### src/rtl/eeprom_preload_ctrl.sv
// Boot-time image loader: reads NUM_WORDS words byte-by-byte from a serial EEPROM,
// writes them to boot memory and releases the core reset once the image is complete.
module eeprom_preload_ctrl #(
  parameter int unsigned WIDTH       = 32,
  parameter int unsigned NUM_WORDS   = 256,
  parameter logic [15:0] BASE_ADDR   = 16'h0000,
  parameter int unsigned MAX_RETRIES = 3,
  localparam int unsigned ADDR_W     = (NUM_WORDS > 1) ? $clog2(NUM_WORDS) : 1
) (
  input  logic              clk_i,
  input  logic              rst_ni,
  input  logic              start_i,
  output logic              rd_req_valid_o,
  input  logic              rd_req_ready_i,
  output logic [15:0]       rd_req_addr_o,
  input  logic              rd_rsp_valid_i,
  input  logic [7:0]        rd_rsp_data_i,
  input  logic              rd_rsp_err_i,
  output logic              mem_we_o,
  output logic [ADDR_W-1:0] mem_addr_o,
  output logic [WIDTH-1:0]  mem_wdata_o,
  output logic              busy_o,
  output logic              done_o,
  output logic              error_o,
  output logic              core_rst_no
);

  localparam int unsigned BPW     = WIDTH / 8;
  localparam int unsigned BYTE_W  = (BPW > 1) ? $clog2(BPW) : 1;
  localparam int unsigned RETRY_W = (MAX_RETRIES > 0) ? $clog2(MAX_RETRIES + 1) : 1;

  localparam logic [BYTE_W-1:0]  LAST_BYTE = BYTE_W'(BPW - 1);
  localparam logic [ADDR_W-1:0]  LAST_WORD = ADDR_W'(NUM_WORDS - 1);
  localparam logic [RETRY_W-1:0] RETRY_MAX = RETRY_W'(MAX_RETRIES);

  // The whole image must fit the 16-bit EEPROM space without wrapping.
  if ((WIDTH % 8 != 0) || (WIDTH < 8) || (WIDTH > 64) || (NUM_WORDS < 1) ||
      (32'(BASE_ADDR) + NUM_WORDS * BPW > 32'd65536)) begin : g_param_err
    $error("eeprom_preload_ctrl: illegal parameter set");
  end

  typedef enum logic [2:0] {
    ST_IDLE  = 3'd0,
    ST_REQ   = 3'd1,
    ST_WAIT  = 3'd2,
    ST_WRITE = 3'd3,
    ST_DONE  = 3'd4,
    ST_FAIL  = 3'd5
  } state_t;

  state_t              state_r;
  state_t              state_nxt_s;
  logic [ADDR_W-1:0]   word_r;
  logic [BYTE_W-1:0]   byte_r;
  logic [RETRY_W-1:0]  retry_r;
  logic [15:0]         addr_r;
  logic [WIDTH-1:0]    data_r;
  logic                retry_ok_s;

  assign retry_ok_s = (retry_r < RETRY_MAX);

  // State register.
  always_ff @(posedge clk_i or negedge rst_ni) begin
    if (!rst_ni) begin
      state_r <= ST_IDLE;
    end else begin
      state_r <= state_nxt_s;
    end
  end

  // Next-state decode.
  always_comb begin
    state_nxt_s = state_r;
    case (state_r)
      ST_IDLE: begin
        if (start_i) state_nxt_s = ST_REQ;
        else         state_nxt_s = ST_IDLE;
      end
      ST_REQ: begin
        if (rd_req_ready_i) state_nxt_s = ST_WAIT;
        else                state_nxt_s = ST_REQ;
      end
      ST_WAIT: begin
        if (rd_rsp_valid_i && !rd_rsp_err_i) begin
          if (byte_r == LAST_BYTE) state_nxt_s = ST_WRITE;
          else                     state_nxt_s = ST_REQ;
        end else if (rd_rsp_valid_i) begin
          if (retry_ok_s) state_nxt_s = ST_REQ;
          else            state_nxt_s = ST_FAIL;
        end else begin
          state_nxt_s = ST_WAIT;
        end
      end
      ST_WRITE: begin
        if (word_r == LAST_WORD) state_nxt_s = ST_DONE;
        else                     state_nxt_s = ST_REQ;
      end
      ST_DONE: state_nxt_s = ST_DONE;
      ST_FAIL: begin
        if (start_i) state_nxt_s = ST_REQ;
        else         state_nxt_s = ST_FAIL;
      end
      default: state_nxt_s = ST_IDLE;
    endcase
  end

  // Word/byte/retry counters, running EEPROM address and word assembly.
  always_ff @(posedge clk_i or negedge rst_ni) begin
    if (!rst_ni) begin
      word_r  <= '0;
      byte_r  <= '0;
      retry_r <= '0;
      addr_r  <= 16'h0000;
      data_r  <= '0;
    end else begin
      case (state_r)
        ST_IDLE, ST_FAIL: begin
          if (start_i) begin
            word_r  <= '0;
            byte_r  <= '0;
            retry_r <= '0;
            addr_r  <= BASE_ADDR;
          end
        end
        ST_WAIT: begin
          if (rd_rsp_valid_i && !rd_rsp_err_i) begin
            data_r[{byte_r, 3'b000} +: 8] <= rd_rsp_data_i;
            retry_r <= '0;
            addr_r  <= addr_r + 16'd1;
            if (byte_r != LAST_BYTE) byte_r <= byte_r + BYTE_W'(1);
          end else if (rd_rsp_valid_i && retry_ok_s) begin
            retry_r <= retry_r + RETRY_W'(1);
          end
        end
        ST_WRITE: begin
          if (word_r != LAST_WORD) begin
            word_r <= word_r + ADDR_W'(1);
            byte_r <= '0;
          end
        end
        default: begin
        end
      endcase
    end
  end

  // All outputs decode from flops only; no input reaches an output combinationally.
  assign rd_req_valid_o = (state_r == ST_REQ);
  assign rd_req_addr_o  = addr_r;
  assign mem_we_o       = (state_r == ST_WRITE);
  assign mem_addr_o     = word_r;
  assign mem_wdata_o    = data_r;
  assign busy_o         = (state_r == ST_REQ) || (state_r == ST_WAIT) || (state_r == ST_WRITE);
  assign done_o         = (state_r == ST_DONE);
  assign error_o        = (state_r == ST_FAIL);
  assign core_rst_no    = (state_r == ST_DONE);

endmodule

### config.mk
export PLATFORM = sky130hd
export DESIGN_NAME = eeprom_preload_ctrl
export DESIGN_NICKNAME = d
export VERILOG_FILES = /design/src/rtl/eeprom_preload_ctrl.sv
export SDC_FILE = /design/constraint.sdc
export NUM_CORES = 1
export LEC_CHECK = 0
export ABC_AREA = 1
export CAP_MARGIN = 20
export CORE_UTILIZATION = 40
export CTS_BUF_LIST = sky130_fd_sc_hd__clkbuf_8
export CTS_CLUSTER_DIAMETER = 60
export DETAILED_ROUTE_END_ITERATION = 16
export GPL_ROUTABILITY_DRIVEN = 0
export GPL_TIMING_DRIVEN = 0
export PLACE_DENSITY = 0.77
export SETUP_SLACK_MARGIN = 0.1
export SLEW_MARGIN = 30
export SYNTH_ARGS = -nofsm -noshare
export SYNTH_HDL_FRONTEND = slang
export SYNTH_SLANG_ARGS = --single-unit
### constraint.sdc
create_clock -name clk_i -period 4.3 [get_ports clk_i]
set_input_delay 1.29 -clock clk_i [delete_from_list [all_inputs] [get_ports clk_i]]
set_output_delay 1.29 -clock clk_i [all_outputs]
set_load 0.02 [all_outputs]
==> results of run 1 <==
==> routing by layer <==
metal / vias to the layer above / part of all wire [%] / track usage (%)
met2: 91 / 48 / 33.2
li1: 1630 / - / -
met5: - / 0 / 0
met3: 9 / 4.7 / 2.90
met1: 1513 / 47 / 27.7
met4: 0 / 0.91 / 7.07
==> path summary, 6_finish.rpt <==
path                                       from                end  slack (ns)  depth (start not counted)
worst max-delay path                 state_r[2]           mem_we_o        1.07                          5
worst min-delay path            mem_wdata_o[18]    mem_wdata_o[18]        0.49                          2
worst max register to register        byte_r[0]    mem_wdata_o[23]        1.49                         10
worst min register to register  mem_wdata_o[18]    mem_wdata_o[18]        0.49                          2
max in group asynchronous                rst_ni     mem_wdata_o[3]        2.93                          2
min in group asynchronous                rst_ni  rd_req_addr_o[10]        0.84                          1
==> area by class of cell <==
cell class	instances	area [sq um]	area share, %
inverters	47	179	3.96
plain buffers	12	68.8	1.52
flip-flops and latches	63	1580	34.9
multi-input cells	322	1620	35.9
repair buffers	76	776	17.2
clock buffers	11	151	3.35
clock inverters	3	12.5	0.277
well taps	105	131	2.91
==> worst min-delay path: stages (launching register included) <==
cell,delay [ns]
dfrtp_1,0.34
o21ai_1,0.06
nand2_1,0.06
==> synthesized netlist by cell type <==
cell type / instances / area, sq um
buf_6: 1 / 11.3
nand4_1: 22 / 138
o211ai_1: 1 / 7.51
buf_4: 3 / 22.5
xnor2_1: 1 / 8.76
dfrtp_1: 63 / 1580
nor3_1: 2 / 10.0
inv_1: 43 / 161
xor2_1: 5 / 43.8
o21ai_1: 34 / 170
inv_4: 1 / 6.26
o21bai_1: 1 / 7.51
o2111ai_1: 1 / 8.76
nand2_1: 122 / 458
mux2i_1: 1 / 10.0
clkbuf_1: 4 / 15.0
nor2_2: 3 / 18.8
nand3_1: 48 / 240
or2_2: 1 / 6.26
nand3b_1: 2 / 15.0
a21oi_1: 1 / 5.00
buf_2: 4 / 20.0
nor2_4: 6 / 67.6
o21ai_0: 18 / 90.1
inv_2: 3 / 11.3
ha_1: 8 / 100
nand2_2: 1 / 6.26
nand3_2: 1 / 10.0
nand3_4: 1 / 17.5
nand3b_4: 1 / 20.0
nor2_1: 40 / 150
nand2_4: 1 / 11.3
==> sequential cells by signal, summed over array words and instances, names as in the netlist <==
name	flops
mem_wdata_o	32
rd_req_addr_o	16
mem_addr_o	8
state_r	3
byte_r	2
retry_r	2
==> logic make-up (layout without fill, tap and decap cells) <==
kind of cell / after synthesis / count (layout) / synth area share [%]
multiplexers: 1 / 1 / 0.291
XOR/XNOR: 6 / 6 / 1.53
AO/OA/AOI/OAI: 56 / 56 / 8.39
flip-flops: 63 / 63 / 45.8
buffers and inverters: 59 / 149 / 7.19
AND/OR/NAND/NOR: 251 / 251 / 33.9
adder cells (fa/ha/maj): 8 / 8 / 2.91
==> cell usage in the layout, fill, tap and decap left out <==
master           Yosys  final
a21oi_1              1      1
buf_16               0      1
buf_2                4      4
buf_4                3      4
buf_6                1      1
clkbuf_1             4      4
clkbuf_8             0     11
clkdlybuf4s50_1      0     74
clkinv_2             0      1
dfrtp_1             63     63
ha_1                 8      8
inv_1               43     45
inv_2                3      3
inv_4                1      1
mux2i_1              1      1
nand2_1            122    122
nand2_2              1      1
nand2_4              1      1
nand3_1             48     48
nand3_2              1      1
nand3_4              1      1
nand3b_1             2      2
nand3b_4             1      1
nand4_1             22     22
nor2_1              40     40
nor2_2               3      3
nor2_4               6      6
nor3_1               2      2
o2111ai_1            1      1
o211ai_1             1      1
o21ai_0             18     18
o21ai_1             34     34
o21bai_1             1      1
or2_2                1      1
xnor2_1              1      1
xor2_1               5      5
==> stage by stage <==
| step | area [sq um] | setup slack, ns | hold slack, ns | utilization (%) |
|---|---|---|---|---|
| after floorplan | 3440 | 1.70 | 0.457 | - |
| after global placement | 4330 | -0.151 | 0.479 | 52.4 |
| after detailed placement | 4350 | 1.43 | 0.481 | 52.7 |
| after CTS | 4520 | 1.07 | 0.497 | 54.7 |
| after global routing | 4520 | 0.973 | 0.513 | 54.7 |
| final | 4520 | 1.07 | 0.495 | 54.7 |
==> report_power, final <==
group,internal [mW],leakage [nW],switching (mW),total (mW)
Sequential,0.656,0.868,0.0672,0.723
Combinational,0.267,1.23,0.505,0.771
Clock,0.229,0.0937,0.217,0.446
==> results.yml, run 1 <==
outcome:
  result_of_the_run: "finished, final reports clean"
critical_path:
  critical_path.cell_chain: "inv_2 -> nand2_1 -> nor2_1 -> buf_4 -> clkdlybuf4s50_1"
  worst-endpoint-required_ns: 3.01
  timing_worst_setup_path_type: "register to output port"
  timing.critical_path.slowest_stage_cell: "clkdlybuf4s50_1"
  cp-end-kind: "output port"
  critPathBufInv: 3
  crit_path_max_fanout: 10
  arrival_ns: 1.94
  timing.critical_path.max_delay_family: "buffers and inverters"
  cp-start-kind: "register"
  critical_path_max_stage_delay_ns: 0.62
routing:
  drt-pass1-iter-count: 4
  postRouteAntennaNets: 0
  avgRoutedWirePerCell_um: 13.4
  dr_total_vias: 3243
  routed_wl_um: 8560
  drt_drc_violations_left: 0
  vias_per_cell: 5.08
  detailedRoute.firstIterationViolations: 146
yosys:
  synth_nets: 466
  yosysWarnings: 0
  synth.avg_cell_area_sq_um: 7.76
  number_of_distinct_library_cell_variants_in_the_gate_level_netlist_after_synthesis: 32
  post_synth_inst_count: 444
  ys_seq_area_share_pct: 45.8
  synth.ff_latch_count: 63
  synth_area_sq_um: 3440
place:
  dp_hpwl_um: 6330
  placedCellCount: 625
  numPortBuffers: 75
layout:
  antenna_cells: 0
  syn_to_final_growth_pct: 31.1
  n_fill_cell: 793
  post_route_cells_drive_above_1_share_pct: 7.68
  post_layout_instance_count_excluding_filler_cells: 639
  number_of_nets_in_the_finished_design: 553
grt:
  pin_count_of_the_biggest_net_entering_global_routing: 45
  global_routing_usage_summed_across_all_routing_layers_pct: 20.4
  vias_in_the_first_global_route: 3120
  antenna_found_initial: 0
  grt_first_pass_wirelength_um: 14200
  globalRoute.totalOverflow: 0
power:
  power_mw: 1.94
  power.density_cell_area_nw_per_um2: 430
  peakVddDrop_mv: 0.378
  power.static_leakage_nw: 2.19
clock_network:
  cts.sinks: 63
  cts-buffers-inserted: 9
  cts.htree.levels: 3
  cts_setup_buffers: 0
  cts_tree: "done"
  root_buffer: "clkbuf_8"
  cts_hold_buf: 0
  post_cts.resized_instances: 0
  cts.clk_slew.worst_paths_ns: 0.07
  worstSkewPairLatency_ns: 0.33
  clock_path_buffers: 2
sta:
  rsz0062_at_grt: "no"
  finalSetupViolations: 0
  setup-tns-final_ns: 0
  slew_viol_final: 0
  final.period_utilization_pct: 75.1
  fin_crit_ns: 3.23
  finalClockSkew_ns: 0.00667
  worst-slew-pin-transition_ns: 0.500
  final-hold-violation-count: 0
  max_clock_freq_mhz: 310
  max-slew-margin-rel_pct: 66.5
die:
  placement_rows: 33
  dieWidth_um: 94.8
  initial_core_utilization_pct: 41.7
  ioPinCount: 76
  floorplan.die_area_sq_um: 8990
  floorplan.die.height_um: 94.8
  coreArea_sq_um: 8260
job:
  max_cap_violations: 0
hold_path:
  worst_hold_path_type: "register to register"
Note: power is estimated with default switching activity, not from simulation.
==> inputs of run 2 (changes only) <==
--- a/config.mk
+++ b/config.mk
@@ -13,7 +13,7 @@
 export DETAILED_ROUTE_END_ITERATION = 16
 export GPL_ROUTABILITY_DRIVEN = 0
 export GPL_TIMING_DRIVEN = 0
-export PLACE_DENSITY = 0.77
+export PLACE_DENSITY = 0.79
 export SETUP_SLACK_MARGIN = 0.1
 export SLEW_MARGIN = 30
 export SYNTH_ARGS = -nofsm -noshare
==> constraint.sdc (replaced) <==
create_clock -name clk_i -period 2.7 [get_ports clk_i]
set_input_delay 0.81 -clock clk_i [delete_from_list [all_inputs] [get_ports clk_i]]
set_output_delay 0.81 -clock clk_i [all_outputs]
set_load 0.02 [all_outputs]
==> run 2 against run 1 <==
Global-route usage increased by 0.35 points. Register-to-register slack worse by 1.2 ns. Worst setup slack got worse by 0.87 ns. Final area increased by 1.1%. Critical endpoint unchanged. Highest routed layer unchanged.
==> results.yml, run 2 (synthesis gave the netlist of run 1 again) <==
critical_path:
  crit_end: "mem_we_o"
  timing_worst_setup_path_type: "register to output port"
  cp-start-kind: "register"
  crit_path_max_fanout: 10
  r2r-start: "byte_r[0]"
  arrival_ns: 1.68
  crit_path_start: "state_r[2]"
  setup_slack_reg_to_reg_ns: 0.28
  timing.reg2reg.worst_path_depth: 10
  worst-endpoint-required_ns: 1.89
  crit-reg2reg-capture: "mem_wdata_o[16]"
  cp-end-kind: "output port"
routing:
  avgRoutedWirePerCell_um: 13.4
  vias_per_cell: 5.13
  postRouteAntennaNets: 0
  drt-pass1-iter-count: 5
  drt_drc_violations_left: 0
  detailedRoute.firstIterationViolations: 193
  dr_total_vias: 3287
  routed_wl_um: 8590
clock_network:
  cts.sinks: 63
  cts_setup_buffers: 0
  root_buffer: "clkbuf_8"
  clock_path_buffers: 2
  cts_tree: "done"
  cts-buffers-inserted: 9
  cts_hold_buf: 0
  worstSkewPairLatency_ns: 0.34
  cts.htree.levels: 3
  cts.clk_slew.worst_paths_ns: 0.07
sta:
  setup-tns-final_ns: 0
  finalClockSkew_ns: 0.00794
  rsz0062_at_grt: "no"
  fin_crit_ns: 2.49
  max_clock_freq_mhz: 401
  slew_viol_final: 0
  max-slew-margin-rel_pct: 61.9
  worst-slew-pin-transition_ns: 0.568
  finalHoldWorstSlack_ns: 0.342
  finalSetupViolations: 0
  final.period_utilization_pct: 92.4
  final-hold-violation-count: 0
hold_path:
  worst_hold_path_type: "primary input to async pin"
die:
  placement_rows: 33
  initial_core_utilization_pct: 41.7
  floorplan.die.height_um: 94.8
  dieWidth_um: 94.8
  coreArea_sq_um: 8260
  floorplan.die_area_sq_um: 8990
  ioPinCount: 76
place:
  numPortBuffers: 75
  dp_hpwl_um: 6290
  placedCellCount: 625
grt:
  vias_in_the_first_global_route: 3031
  grt_first_pass_wirelength_um: 14300
  pin_count_of_the_biggest_net_entering_global_routing: 46
  globalRoute.totalOverflow: 0
  antenna_found_initial: 0
  global_routing_usage_summed_across_all_routing_layers_pct: 20.8
layout:
  final_cell_mix: "nand2_1 (122), clkdlybuf4s50_1 (69), dfrtp_1 (63)"
  n_fill_cell: 772
  post_layout_instance_count_excluding_filler_cells: 641
  layout.cells.most_common: "nand2_1"
  antenna_cells: 0
  number_of_nets_in_the_finished_design: 553
  syn_to_final_growth_pct: 32.5
  largest_reg_flops: 32
  post_route_cells_drive_above_1_share_pct: 9.14
power:
  power.density_cell_area_nw_per_um2: 701
  peakVddDrop_mv: 0.551
  power.static_leakage_nw: 2.26
job:
  max_cap_violations: 0
outcome:
  result_of_the_run: "finished, final reports clean"
==> run 2: changes by cell type in the layout (fill, tap and decap cells not counted), moves of 2 or more <==
| cell | previous run | this run |
|---|---|---|
| inv_1 | 45 | 43 |
| dlymetal6s2s_1 | 0 | 3 |
| clkinvlp_4 | 0 | 2 |
| clkbuf_2 | 0 | 2 |
| clkdlybuf4s50_1 | 74 | 69 |
| clkbuf_1 | 4 | 2 |
| dlygate4sd2_1 | 0 | 2 |
| clkinv_2 | 1 | 3 |
==> run 2: worst min-delay path by stage <==
stage,from,end
after global routing,rst_ni,rd_req_addr_o[10]
after CTS,rst_ni,rd_req_addr_o[10]
after global placement,mem_wdata_o[14],mem_wdata_o[14]
after floorplan,retry_r[1],retry_r[1]
final,rst_ni,rd_req_addr_o[10]
after detailed placement,mem_wdata_o[9],mem_wdata_o[9]
==> run 2: per-layer routing <==
metal	part of all wire, %	up-vias	track usage [%]	routed length, um
met2	47	137	33.2	4030
li1	-	1632	-	-
met4	1.3	0	6.31	115
met3	7.1	11	5.72	609
met1	45	1507	27.3	3830
met5	0	-	0	0
==> run 2: cell type report <==
cell class / instances / area [sq um] / area share [%]
inverters: 47 / 179 / 3.92
multi-input cells: 322 / 1630 / 35.7
plain buffers: 12 / 71.3 / 1.56
flip-flops and latches: 63 / 1580 / 34.5
well taps: 105 / 131 / 2.88
clock inverters: 6 / 60.1 / 1.32
clock buffers: 10 / 138 / 3.02
repair buffers: 76 / 781 / 17.1
==> run 2: report_power, final <==
group	internal (mW)	leakage (nW)	total, mW	switching, mW
sequential	1.04	0.868	1.16	0.112
clock	0.446	0.0981	0.817	0.371
combinational	0.422	1.29	1.22	0.803
total	1.91	2.26	3.20	1.29
==> run 2: metrics by stage <==
step,power (mW),utilization (%),cell area [sq um],worst slack [ns]
3_5_place_dp,2.39,52.7,4350,-0.0265
3_3_place_gp,2.36,52.4,4330,-1.25
5_1_grt,3.40,55.3,4560,0.114
6_report,3.20,55.3,4560,0.205
2_1_floorplan,1.94,-,3440,0.434
4_1_cts,3.23,55.2,4560,0.127
==> run 2: worst max-delay path: stages (launching register included) <==
cell,delay [ns]
dfrtp_1,0.42
inv_2,0.12
nand2_1,0.09
nor2_1,0.16
buf_4,0.20
dlygate4sd2_1,0.34
==> run 2: repair_timing <==
| item | 4_1_cts | 5_1_grt |
|---|---|---|
| endpoints found under the setup margin | 19 | 21 |
| pin swaps | 1 | 0 |
| resized for setup | 5 | 5 |
==> inputs of run 3 (changes only) <==
--- a/config.mk
+++ b/config.mk
@@ -14,7 +14,7 @@
 export GPL_ROUTABILITY_DRIVEN = 0
 export GPL_TIMING_DRIVEN = 0
 export PLACE_DENSITY = 0.79
-export SETUP_SLACK_MARGIN = 0.1
+export SETUP_SLACK_MARGIN = 0.05
 export SLEW_MARGIN = 30
 export SYNTH_ARGS = -nofsm -noshare
 export SYNTH_HDL_FRONTEND = slang
==> run 3 against run 2 <==
Total power hardly changed. Sequential power is essentially flat. Flip-flop and latch count unchanged. Register-to-register slack about the same. Combinational power barely moved. Cell count stayed put. Routed wire length grew 0.35%. Non-clock buffer count unchanged. Critical path depth shrank 2. Via count about the same. Largest cell class unchanged. Highest routed layer unchanged.
==> results.yml, run 3 (synthesis gave the netlist of run 1 again) <==
routing:
  vias_per_cell: 5.13
  drt-pass1-iter-count: 5
  wirelength_met1_um: 3830
  postRouteAntennaNets: 0
  dr_total_vias: 3286
  top_routing_layer_used: "met4"
  detailedRoute.firstIterationViolations: 202
  met2_wire_length_um: 4050
  routed_wl_um: 8620
  met3_length_um: 633
  avgRoutedWirePerCell_um: 13.4
  drt_drc_violations_left: 0
sta:
  finalSetupViolations: 0
  finalClockSkew_ns: 0.00794
  finalHoldWorstSlack_ns: 0.341
  setup-tns-final_ns: 0
  rsz0062_at_grt: "no"
  final.period_utilization_pct: 94.0
  fin_crit_ns: 2.54
  max-slew-margin-rel_pct: 61.8
  final-hold-violation-count: 0
  fin_ws_ns: 0.161
  slew_viol_final: 0
  worst-slew-pin-transition_ns: 0.569
  max_clock_freq_mhz: 394
outcome:
  result_of_the_run: "finished, final reports clean"
layout:
  finished_layout_cell_area_sq_um: 4560
  syn_to_final_growth_pct: 32.5
  largest_reg_flops: 32
  post_layout_instance_count_excluding_filler_cells: 641
  n_fill_cell: 771
  final_cell_mix: "nand2_1 (122), clkdlybuf4s50_1 (71), dfrtp_1 (63)"
  post_route_cells_drive_above_1_share_pct: 9.14
  antenna_cells: 0
  layout.cells.most_common: "nand2_1"
  fin_util_pct: 55.3
  number_of_nets_in_the_finished_design: 553
grt:
  antenna_found_initial: 0
  vias_in_the_first_global_route: 3025
  grt_first_pass_wirelength_um: 14300
  pin_count_of_the_biggest_net_entering_global_routing: 46
  global_routing_usage_summed_across_all_routing_layers_pct: 20.7
  globalRoute.totalOverflow: 0
die:
  dieWidth_um: 94.8
  ioPinCount: 76
  initial_core_utilization_pct: 41.7
  floorplan.die_area_sq_um: 8990
  floorplan.die.height_um: 94.8
  coreArea_sq_um: 8260
  placement_rows: 33
critical_path:
  cp-start-kind: "register"
  setup_slack_reg_to_reg_ns: 0.28
  worst-endpoint-required_ns: 1.89
  crit_path_max_fanout: 4
  crit-reg2reg-capture: "mem_wdata_o[16]"
  r2r-start: "byte_r[0]"
  cp-end-kind: "output port"
  timing_worst_setup_path_type: "register to output port"
  arrival_ns: 1.73
  timing.reg2reg.worst_path_depth: 10
clock_network:
  cts_hold_buf: 0
  cts-buffers-inserted: 9
  cts.sinks: 63
  worstSkewPairLatency_ns: 0.34
  root_buffer: "clkbuf_8"
  clock_path_buffers: 2
  cts_tree: "done"
  cts.clk_slew.worst_paths_ns: 0.07
  cts.htree.levels: 3
power:
  sequentialPowerShare_pct: 36.2
  clock_power_share_pct: 25.5
  peakVddDrop_mv: 0.551
  power_mw: 3.20
  power_report.internal_total_mw: 1.91
  power.static_leakage_nw: 2.24
  power.share.combinational_pct: 38.3
  power.density_cell_area_nw_per_um2: 701
  switching_share_pct: 40.2
  power.net_switching_mw: 1.29
place:
  placedCellCount: 625
  dp_hpwl_um: 6290
  place_worst_setup_slack_ns: -0.0265
  numPortBuffers: 75
  dpl_cell_area_sq_um: 4350
hold_path:
  worst_hold_path_type: "primary input to async pin"
job:
  max_cap_violations: 0
## run 3: cell types whose count changed in the layout (fill, tap and decap cells not counted), sizes merged
cell and change:
clkdlybuf4s50 +2, dlygate4sd2 -1, dlymetal6s2s -1
## run 3: worst max-delay path by stage
stage	startpoint	endpoint	slack, ns	depth (start not counted)
3_5_place_dp	byte_r[0]	mem_wdata_o[21]	-0.03	10
5_1_grt	state_r[1]	error_o	0.08	4
2_1_floorplan	byte_r[0]	mem_wdata_o[20]	0.43	10
6_report	state_r[2]	core_rst_no	0.16	3
3_3_place_gp	rst_ni	mem_wdata_o[12]	-1.25	1
4_1_cts	state_r[0]	done_o	0.06	3
## run 3: layout make-up
cell class              instances  area [sq um]  share of cell area, %
flip-flops and latches         63          1580                   34.5
clock inverters                 6          60.1                   1.32
multi-input cells             322          1630                   35.7
plain buffers                  12          71.3                   1.56
well taps                     105           131                   2.88
repair buffers                 76           779                   17.1
clock buffers                  10           138                   3.02
inverters                      47           179                   3.92
## run 3: layer usage
metal	vias to the layer above	global-route usage, %
met3	11	5.72
met5	-	0
met4	0	6.31
met2	143	33.2
li1	1632	-
met1	1500	27.3
## run 3: power by group through the flow
stage	sequential, mW	combinational [mW]	clock, mW
after floorplan	1.23	0.711	0
after global placement	1.16	1.19	0
after detailed placement	1.16	1.23	0
after CTS	1.16	1.23	0.840
after global routing	1.17	1.35	0.882
final	1.16	1.23	0.817
## run 3: worst max-delay path, stage by stage (launching register included)
cell and delay [ns]:
dfrtp_1 0.41, inv_2 0.09, nor3_2 0.25, clkdlybuf4s50_1 0.65
## run 3: timing repair
action                                 CTS  global route
gates resized for setup                  4             4
setup endpoints to repair               10            18
endpoints found under the hold margin    0             0
pin swaps                                0             1
buffers inserted                         0             0
